[src/rtl/csr_pkg.sv]
// csr_pkg: shared constants for the machine-mode CSR file.
//   - 12-bit CSR addresses (the counter addresses are used only when
//     CSR_COUNTERS_EN is defined)
//   - interrupt cause codes written to mcause
//   - bit positions of the stored fields inside mstatus, mie and mip
package csr_pkg;

    localparam logic [11:0] ADDR_MSTATUS   = 12'h300;
    localparam logic [11:0] ADDR_MIE       = 12'h304;
    localparam logic [11:0] ADDR_MTVEC     = 12'h305;
    localparam logic [11:0] ADDR_MEPC      = 12'h341;
    localparam logic [11:0] ADDR_MCAUSE    = 12'h342;
    localparam logic [11:0] ADDR_MIP       = 12'h344;
    localparam logic [11:0] ADDR_MCYCLE    = 12'hB00;
    localparam logic [11:0] ADDR_MCYCLEH   = 12'hB80;
    localparam logic [11:0] ADDR_MINSTRET  = 12'hB02;
    localparam logic [11:0] ADDR_MINSTRETH = 12'hB82;

    localparam int CAUSE_MTI = 7;
    localparam int CAUSE_MEI = 11;

    localparam int BIT_MIE  = 3;
    localparam int BIT_MPIE = 7;
    localparam int BIT_MTIE = 7;
    localparam int BIT_MTIP = 7;
    localparam int BIT_MEIE = 11;
    localparam int BIT_MEIP = 11;

endpackage

[src/rtl/irq_sync.sv]
// irq_sync: two-flop synchroniser for an asynchronous level input.
// Ports:
//   clk    in  system clock
//   rst_n  in  asynchronous active-low reset (both flops clear to 0)
//   d      in  asynchronous level input
//   q      out synchronised level, two clk cycles behind d
module irq_sync (
    input  logic clk,
    input  logic rst_n,
    input  logic d,
    output logic q
);

    logic meta;

    always_ff @(posedge clk or negedge rst_n) begin
        if (!rst_n) begin
            meta <= 1'b0;
            q    <= 1'b0;
        end else begin
            meta <= d;
            q    <= meta;
        end
    end

endmodule

[src/rtl/csr_file.sv]
// csr_file: machine-mode CSR register file and interrupt/mret redirect unit.
// Optional build macro: CSR_COUNTERS_EN adds 64-bit mcycle/minstret counters
// at 0xB00/0xB80/0xB02/0xB82; without it those addresses are unimplemented.
// Ports:
//   clk, rst_n        clock, asynchronous active-low reset
//   valid             stage holds a real instruction
//   pc                PC of the instruction in this stage
//   csr_addr          CSR address (inst[31:20])
//   csr_wdata         write data (CSRRW semantics)
//   csr_rd, csr_wr    read / write strobes from the decoder
//   is_mret           mret strobe from the decoder
//   timer_irq         level timer interrupt, already synchronous
//   ext_irq           level external interrupt, asynchronous
//   csr_rdata         combinational read data (0 when not reading a real CSR)
//   csr_illegal       access to an unimplemented address (informational)
//   epc_taken, epc    registered one-cycle PC redirect request and target
module csr_file
    import csr_pkg::*;
#(
    parameter int              XLEN        = 32,
    parameter logic [XLEN-1:0] RESET_MTVEC = '0
) (
    input  logic            clk,
    input  logic            rst_n,
    input  logic            valid,
    input  logic [XLEN-1:0] pc,
    input  logic [11:0]     csr_addr,
    input  logic [XLEN-1:0] csr_wdata,
    input  logic            csr_rd,
    input  logic            csr_wr,
    input  logic            is_mret,
    input  logic            timer_irq,
    input  logic            ext_irq,
    output logic [XLEN-1:0] csr_rdata,
    output logic            csr_illegal,
    output logic            epc_taken,
    output logic [XLEN-1:0] epc
);

    logic            meip;
    logic            mstatus_mie, mstatus_mpie;
    logic            mie_mtie, mie_meie;
    logic [XLEN-1:2] mtvec_base;
    logic            mtvec_mode;
    logic [XLEN-1:0] mepc_q, mcause_q;

    logic [XLEN-1:0] rd_val;
    logic            addr_hit;
    logic            ext_pend, tmr_pend;
    logic            trap_take, mret_take, wr_en;
    logic [XLEN-1:0] trap_code, vec_base, trap_target;

`ifdef CSR_COUNTERS_EN
    logic [63:0] mcycle_q, minstret_q;
    logic [63:0] mcycle_nxt, minstret_nxt;
`endif

    irq_sync u_irq_sync (
        .clk   (clk),
        .rst_n (rst_n),
        .d     (ext_irq),
        .q     (meip)
    );

    // Address decode and read mux; addr_hit doubles as the "implemented" flag.
    always_comb begin
        rd_val   = '0;
        addr_hit = 1'b1;
        case (csr_addr)
            ADDR_MSTATUS: begin
                rd_val[BIT_MIE]  = mstatus_mie;
                rd_val[BIT_MPIE] = mstatus_mpie;
            end
            ADDR_MIE: begin
                rd_val[BIT_MTIE] = mie_mtie;
                rd_val[BIT_MEIE] = mie_meie;
            end
            ADDR_MTVEC:  rd_val = {mtvec_base, 1'b0, mtvec_mode};
            ADDR_MEPC:   rd_val = mepc_q;
            ADDR_MCAUSE: rd_val = mcause_q;
            ADDR_MIP: begin
                rd_val[BIT_MTIP] = timer_irq;
                rd_val[BIT_MEIP] = meip;
            end
`ifdef CSR_COUNTERS_EN
            ADDR_MCYCLE:    rd_val = mcycle_q[31:0];
            ADDR_MCYCLEH:   rd_val = mcycle_q[63:32];
            ADDR_MINSTRET:  rd_val = minstret_q[31:0];
            ADDR_MINSTRETH: rd_val = minstret_q[63:32];
`endif
            default: addr_hit = 1'b0;
        endcase
    end

    assign csr_rdata   = (csr_rd && addr_hit) ? rd_val : '0;
    assign csr_illegal = (csr_rd || csr_wr) && !addr_hit;

    assign ext_pend  = mstatus_mie && mie_meie && meip;
    assign tmr_pend  = mstatus_mie && mie_mtie && timer_irq;
    // mret has priority; a still-pending interrupt is retried against the restored MIE.
    assign trap_take = valid && (ext_pend || tmr_pend) && !is_mret;
    assign mret_take = valid && is_mret;
    // The trapped instruction is replayed after mret, so its write must not land now.
    assign wr_en     = valid && csr_wr && addr_hit && !trap_take;

    assign trap_code   = ext_pend ? XLEN'(CAUSE_MEI) : XLEN'(CAUSE_MTI);
    assign vec_base    = {mtvec_base, 2'b00};
    assign trap_target = mtvec_mode ? (vec_base + (trap_code << 2)) : vec_base;

    always_ff @(posedge clk or negedge rst_n) begin
        if (!rst_n) begin
            mstatus_mie  <= 1'b0;
            mstatus_mpie <= 1'b0;
            mie_mtie     <= 1'b0;
            mie_meie     <= 1'b0;
            mtvec_base   <= RESET_MTVEC[XLEN-1:2];
            mtvec_mode   <= RESET_MTVEC[0];
            mepc_q       <= '0;
            mcause_q     <= '0;
        end else begin
            if (wr_en) begin
                case (csr_addr)
                    ADDR_MSTATUS: begin
                        mstatus_mie  <= csr_wdata[BIT_MIE];
                        mstatus_mpie <= csr_wdata[BIT_MPIE];
                    end
                    ADDR_MIE: begin
                        mie_mtie <= csr_wdata[BIT_MTIE];
                        mie_meie <= csr_wdata[BIT_MEIE];
                    end
                    ADDR_MTVEC: begin
                        mtvec_base <= csr_wdata[XLEN-1:2];
                        mtvec_mode <= csr_wdata[0];
                    end
                    ADDR_MEPC:   mepc_q   <= {csr_wdata[XLEN-1:2], 2'b00};
                    ADDR_MCAUSE: mcause_q <= csr_wdata;
                    default: ;
                endcase
            end
            // Trap / mret updates come last so they win over a same-cycle write.
            if (trap_take) begin
                mepc_q       <= pc;
                mcause_q     <= {1'b1, trap_code[XLEN-2:0]};
                mstatus_mpie <= mstatus_mie;
                mstatus_mie  <= 1'b0;
            end else if (mret_take) begin
                mstatus_mie  <= mstatus_mpie;
                mstatus_mpie <= 1'b1;
            end
        end
    end

    always_ff @(posedge clk or negedge rst_n) begin
        if (!rst_n) begin
            epc_taken <= 1'b0;
            epc       <= '0;
        end else begin
            epc_taken <= trap_take || mret_take;
            if (trap_take) begin
                epc <= trap_target;
            end else if (mret_take) begin
                epc <= mepc_q;
            end
        end
    end

`ifdef CSR_COUNTERS_EN
    // A write to one half replaces that half of the incremented value, so a
    // carry out of a freshly written low half still shows up next cycle.
    always_comb begin
        mcycle_nxt   = mcycle_q + 64'd1;
        minstret_nxt = minstret_q;
        if (valid && !trap_take) begin
            minstret_nxt = minstret_q + 64'd1;
        end
        if (wr_en) begin
            case (csr_addr)
                ADDR_MCYCLE:    mcycle_nxt[31:0]    = csr_wdata[31:0];
                ADDR_MCYCLEH:   mcycle_nxt[63:32]   = csr_wdata[31:0];
                ADDR_MINSTRET:  minstret_nxt[31:0]  = csr_wdata[31:0];
                ADDR_MINSTRETH: minstret_nxt[63:32] = csr_wdata[31:0];
                default: ;
            endcase
        end
    end

    always_ff @(posedge clk or negedge rst_n) begin
        if (!rst_n) begin
            mcycle_q   <= '0;
            minstret_q <= '0;
        end else begin
            mcycle_q   <= mcycle_nxt;
            minstret_q <= minstret_nxt;
        end
    end
`endif

endmodule

[config.mk]
export PLATFORM = sky130hd
export DESIGN_NAME = csr_file
export DESIGN_NICKNAME = d
export VERILOG_FILES = /design/src/rtl/csr_pkg.sv /design/src/rtl/irq_sync.sv /design/src/rtl/csr_file.sv
export SDC_FILE = /design/constraint.sdc
export NUM_CORES = 1
export LEC_CHECK = 0
export ABC_CLOCK_PERIOD_IN_PS = 6500
export CORE_MARGIN = 2
export CORE_UTILIZATION = 45
export DETAILED_ROUTE_END_ITERATION = 7
export GPL_TIMING_DRIVEN = 0
export PLACE_DENSITY = 0.72
export SLEW_MARGIN = 20
export SYNTH_ARGS = -nofsm -noshare
export SYNTH_HDL_FRONTEND = slang
export SYNTH_HIERARCHICAL = 1
export SYNTH_SLANG_ARGS = --single-unit
[constraint.sdc]
create_clock -name clk -period 6.5 [get_ports clk]
set_clock_uncertainty 0.1 [all_clocks]
set_input_delay 0.975 -clock clk [delete_from_list [all_inputs] [get_ports clk]]
set_output_delay 0.975 -clock clk [all_outputs]
set_load 0.03 [all_outputs]
==> impl_metrics.py, run 1 <==
metrics = {
    "clock_network": {
        "cts_tree": "done",
        "ctsResizeCount": 0,
        "cts.clk_slew.worst_paths_ns": 0.06,
        "clock-sinks": 134,
        "clk_path_buf_depth": 2,
        "root_buffer": "clkbuf_16",
        "h-tree-depth": 4,
        "numCtsBuffers": 17,
        "post-cts-setup-buffers": 0,
        "worstSkewPairLatency_ns": 0.43,
        "cts_hold_buf": 0,
    },
    "global_routing": {
        "grt_max_degree": 76,
        "grt_overflow": 0,
        "track_usage": 0.289,
        "grt_pass1_vias": 6353,
        "antenna_found_initial": 0,
        "grt_pass1_wl_um": 36100,
    },
    "power": {
        "ir_drop_v": 0.000193,
        "totalPowerFinal_mw": 2.08,
        "leakagePower_nw": 4.13,
        "p_per_area_nw_per_um2": 219,
    },
    "die": {
        "dieHeight_um": 130,
        "core_area_um2": 15700,
        "dieArea_um2": 16900,
        "io_pins": 150,
        "die_w_um": 130,
        "start_util": 0.455,
        "rows": 46,
    },
    "synthesis": {
        "synth_xor_area_frac": 0.0355,
        "synth-compound-area-share": 0.154,
        "synth_simple_gate_area_frac": 0.177,
        "yosys.area_share.adder": 0.00525,
        "synth_cell_types": 56,
        "synth_nets": 830,
        "ys_warn_count": 6,
        "syn-cell-area_um2": 7150,
        "ys_seq_elements": 134,
        "ys_seq_area_frac": 0.469,
        "synth.area.top_cells": "dfrtp_1 (47%), nand2_1 (6.8%), mux2_4 (6.3%)",
        "synth_top_family_by_area": "simple AND/OR/NAND/NOR gates",
        "yosys-top-cells-count": "dfrtp_1 (134), nand2_1 (130), a21oi_1 (68)",
        "yosysMostFrequentCell": "dfrtp_1",
        "synthCells": 743,
        "yosysTopAreaCell": "dfrtp_1",
        "synth_top_area_frac": 0.469,
        "synth_enable_flop_cells": 0,
        "syn_area_per_cell_um2": 9.63,
        "async_flop_share": 1.00,
        "synth-main-ff-cell": "dfrtp_1",
        "synthMuxAreaShare": 0.120,
    },
    "timing": {
        "tightest_slew_ns": 0.824,
        "rsz0062_at_grt": "no",
        "setup_viol": 0,
        "setup_ws_ns": 1.34,
        "drv_slew": 0,
        "finalCritPeriodShare": 0.794,
        "hold_violations": 0,
        "max_freq_mhz": 194,
        "max_slew_margin": 0.446,
        "min_period_ns": 5.16,
    },
    "placed_design": {
        "dp_hpwl_um": 16800,
        "place_worst_setup_slack_ns": 1.39,
        "gp_congestion": 0.865,
        "port_buffers": 145,
    },
    "drt": {
        "drc_errors": 0,
        "met1Wirelength_um": 9920,
        "dr_wl_met3_um": 2260,
        "vias": 6674,
        "drt-total-wl_um": 23800,
        "wl_per_cell_um": 21.0,
        "drtIter0Drc": 772,
        "antenna_left": 0,
        "viasPerCell": 5.88,
        "drtPass1Iterations": 7,
        "top_layer": "met4",
        "wl_met2_um": 11200,
    },
    "worst_setup_path": {
        "reg2reg_to": "epc[26]",
        "path_class": "input pin to output pin",
        "cp_max_fo": 10,
        "cp-start-kind": "input pin",
        "worstPathRequired_ns": 5.42,
        "worstSetupEndpointType": "output pin",
        "reg2reg_depth": 8,
        "rrSetupSlack_ns": 3.61,
        "r2r-start": "mstatus_mie",
        "crit_arrival_ns": 4.08,
    },
    "finish": {
        "drive_gt1_frac": 0.0958,
        "num_antenna_cells": 0,
        "area_growth_syn_to_layout_pct": 32.9,
        "fillerInstances": 1367,
        "nets": 995,
    },
    "hold_path": {
        "worst_hold_path.num_cells": 0,
        "holdPathEnd": "u_irq_sync/q",
        "hp-class": "register to register",
        "min_from": "u_irq_sync/meta",
    },
    "outcome": {
        "status": "finished, final reports clean",
    },
    "job": {
        "maxCapViolations": 0,
    },
}
-- worst max path at each step --
stage / startpoint / end / slack [ns] / cells past startpoint
after floorplan: csr_addr[3] / csr_rdata[11] / 2.47 / 6
after global placement: rst_n / mepc_q[26] / -1.12 / 1
after detailed placement: csr_addr[1] / csr_rdata[9] / 1.39 / 7
after CTS: csr_addr[1] / csr_rdata[9] / 1.39 / 7
after global routing: csr_addr[3] / csr_rdata[21] / 1.24 / 7
final: csr_addr[3] / csr_rdata[21] / 1.34 / 7
-- registers in the layout, summed over array words and instances (netlist names) --
register	flops
u_irq_sync/meta	1
mtvec_base	30
mstatus_mpie	1
mepc_q	32
mie_meie	1
u_irq_sync/q	1
mie_mtie	1
epc_taken	1
mtvec_mode	1
epc	32
mcause_q	32
mstatus_mie	1
-- cells in the final DEF, fill, tap and decap left out, types with 13 or more instances in the layout --
cell type        instances
a222oi_1                17
clkbuf_1                44
o22ai_1                 13
nand2_1                130
a21oi_1                 68
mux2_4                  30
nand3_1                 21
o21ai_0                 40
clkbuf_16               17
xor2_1                  22
a22oi_1                 17
mux2i_1                 34
nor2_1                  44
dfrtp_1                134
nand4_1                 18
clkdlybuf4s50_1        144
-- layer usage --
| layer | track usage | up-vias |
|---|---|---|
| li1 | - | 2994 |
| met4 | 0.0993 | 0 |
| met3 | 0.0787 | 39 |
| met1 | 0.393 | 3278 |
| met5 | 0 | - |
| met2 | 0.448 | 363 |
-- report_power, final --
part           internal, mW  switching (mW)
logic                0.0941           0.105
clock network         0.644           0.365
registers             0.856          0.0198
total                  1.59           0.489
-- worst max-delay path: stages --
cell and delay [ns]:
clkdlybuf4s50_1 0.39, or4_4 0.58, nor3_2 0.31, clkbuf_1 0.63
a22oi_1 0.20, a21oi_1 0.26, clkdlybuf4s50_1 0.72
-- cells by family (layout without fill, tap and decap cells) --
kind of cell	count (synthesis)	after routing
AND/OR/NAND/NOR	264	264
AO/OA/AOI/OAI	181	181
flip-flops	134	134
multiplexers	70	70
buffers and inverters	62	238
XOR/XNOR	29	29
adder cells (fa/ha/maj)	3	3
-- layout make-up --
class | count | area, um2 | share of cell area
buffer | 56 | 254 | 0.0267
clock buffer | 20 | 447 | 0.0470
clock inverter | 10 | 155 | 0.0163
inverter | 6 | 22.5 | 0.00237
multi-input combinational | 547 | 3520 | 0.371
sequential | 134 | 3350 | 0.353
tap | 216 | 270 | 0.0284
timing repair buffer | 146 | 1480 | 0.156
-- metrics by stage --
step	hold slack, ns	std cells	instance area [um2]	util	TNS [ns]
after floorplan	0.231	743	7150	-	0
final	0.254	1135	9510	0.605	0
after CTS	0.261	1135	9510	0.605	0
after global routing	0.269	1135	9510	0.605	0
after detailed placement	0.246	1105	8910	0.567	0
after global placement	0.234	1104	8870	0.565	-148.21
(Power assumes the default switching activity.)
==> inputs of run 2 (changes only) <==
ABC_CLOCK_PERIOD_IN_PS = 4900   (was 6500)
clock period = 4.9 ns   (was 6.5 ns; I/O delays follow)
==> results of run 2 <==
The final DEF is identical to that of run 1. Status: finished, final reports clean.
Main changes from that run: setup slack after placement 1.39 ns -> 0.273 ns; setup slack after layout 1.34 ns -> 0.221 ns; hold slack 0.254 ns -> 0.123 ns; register-to-register setup slack 3.61 ns -> 2.01 ns; total power 2.08 mW -> 2.76 mW; worst IR drop on VDD 0.000193 V -> 0.000256 V
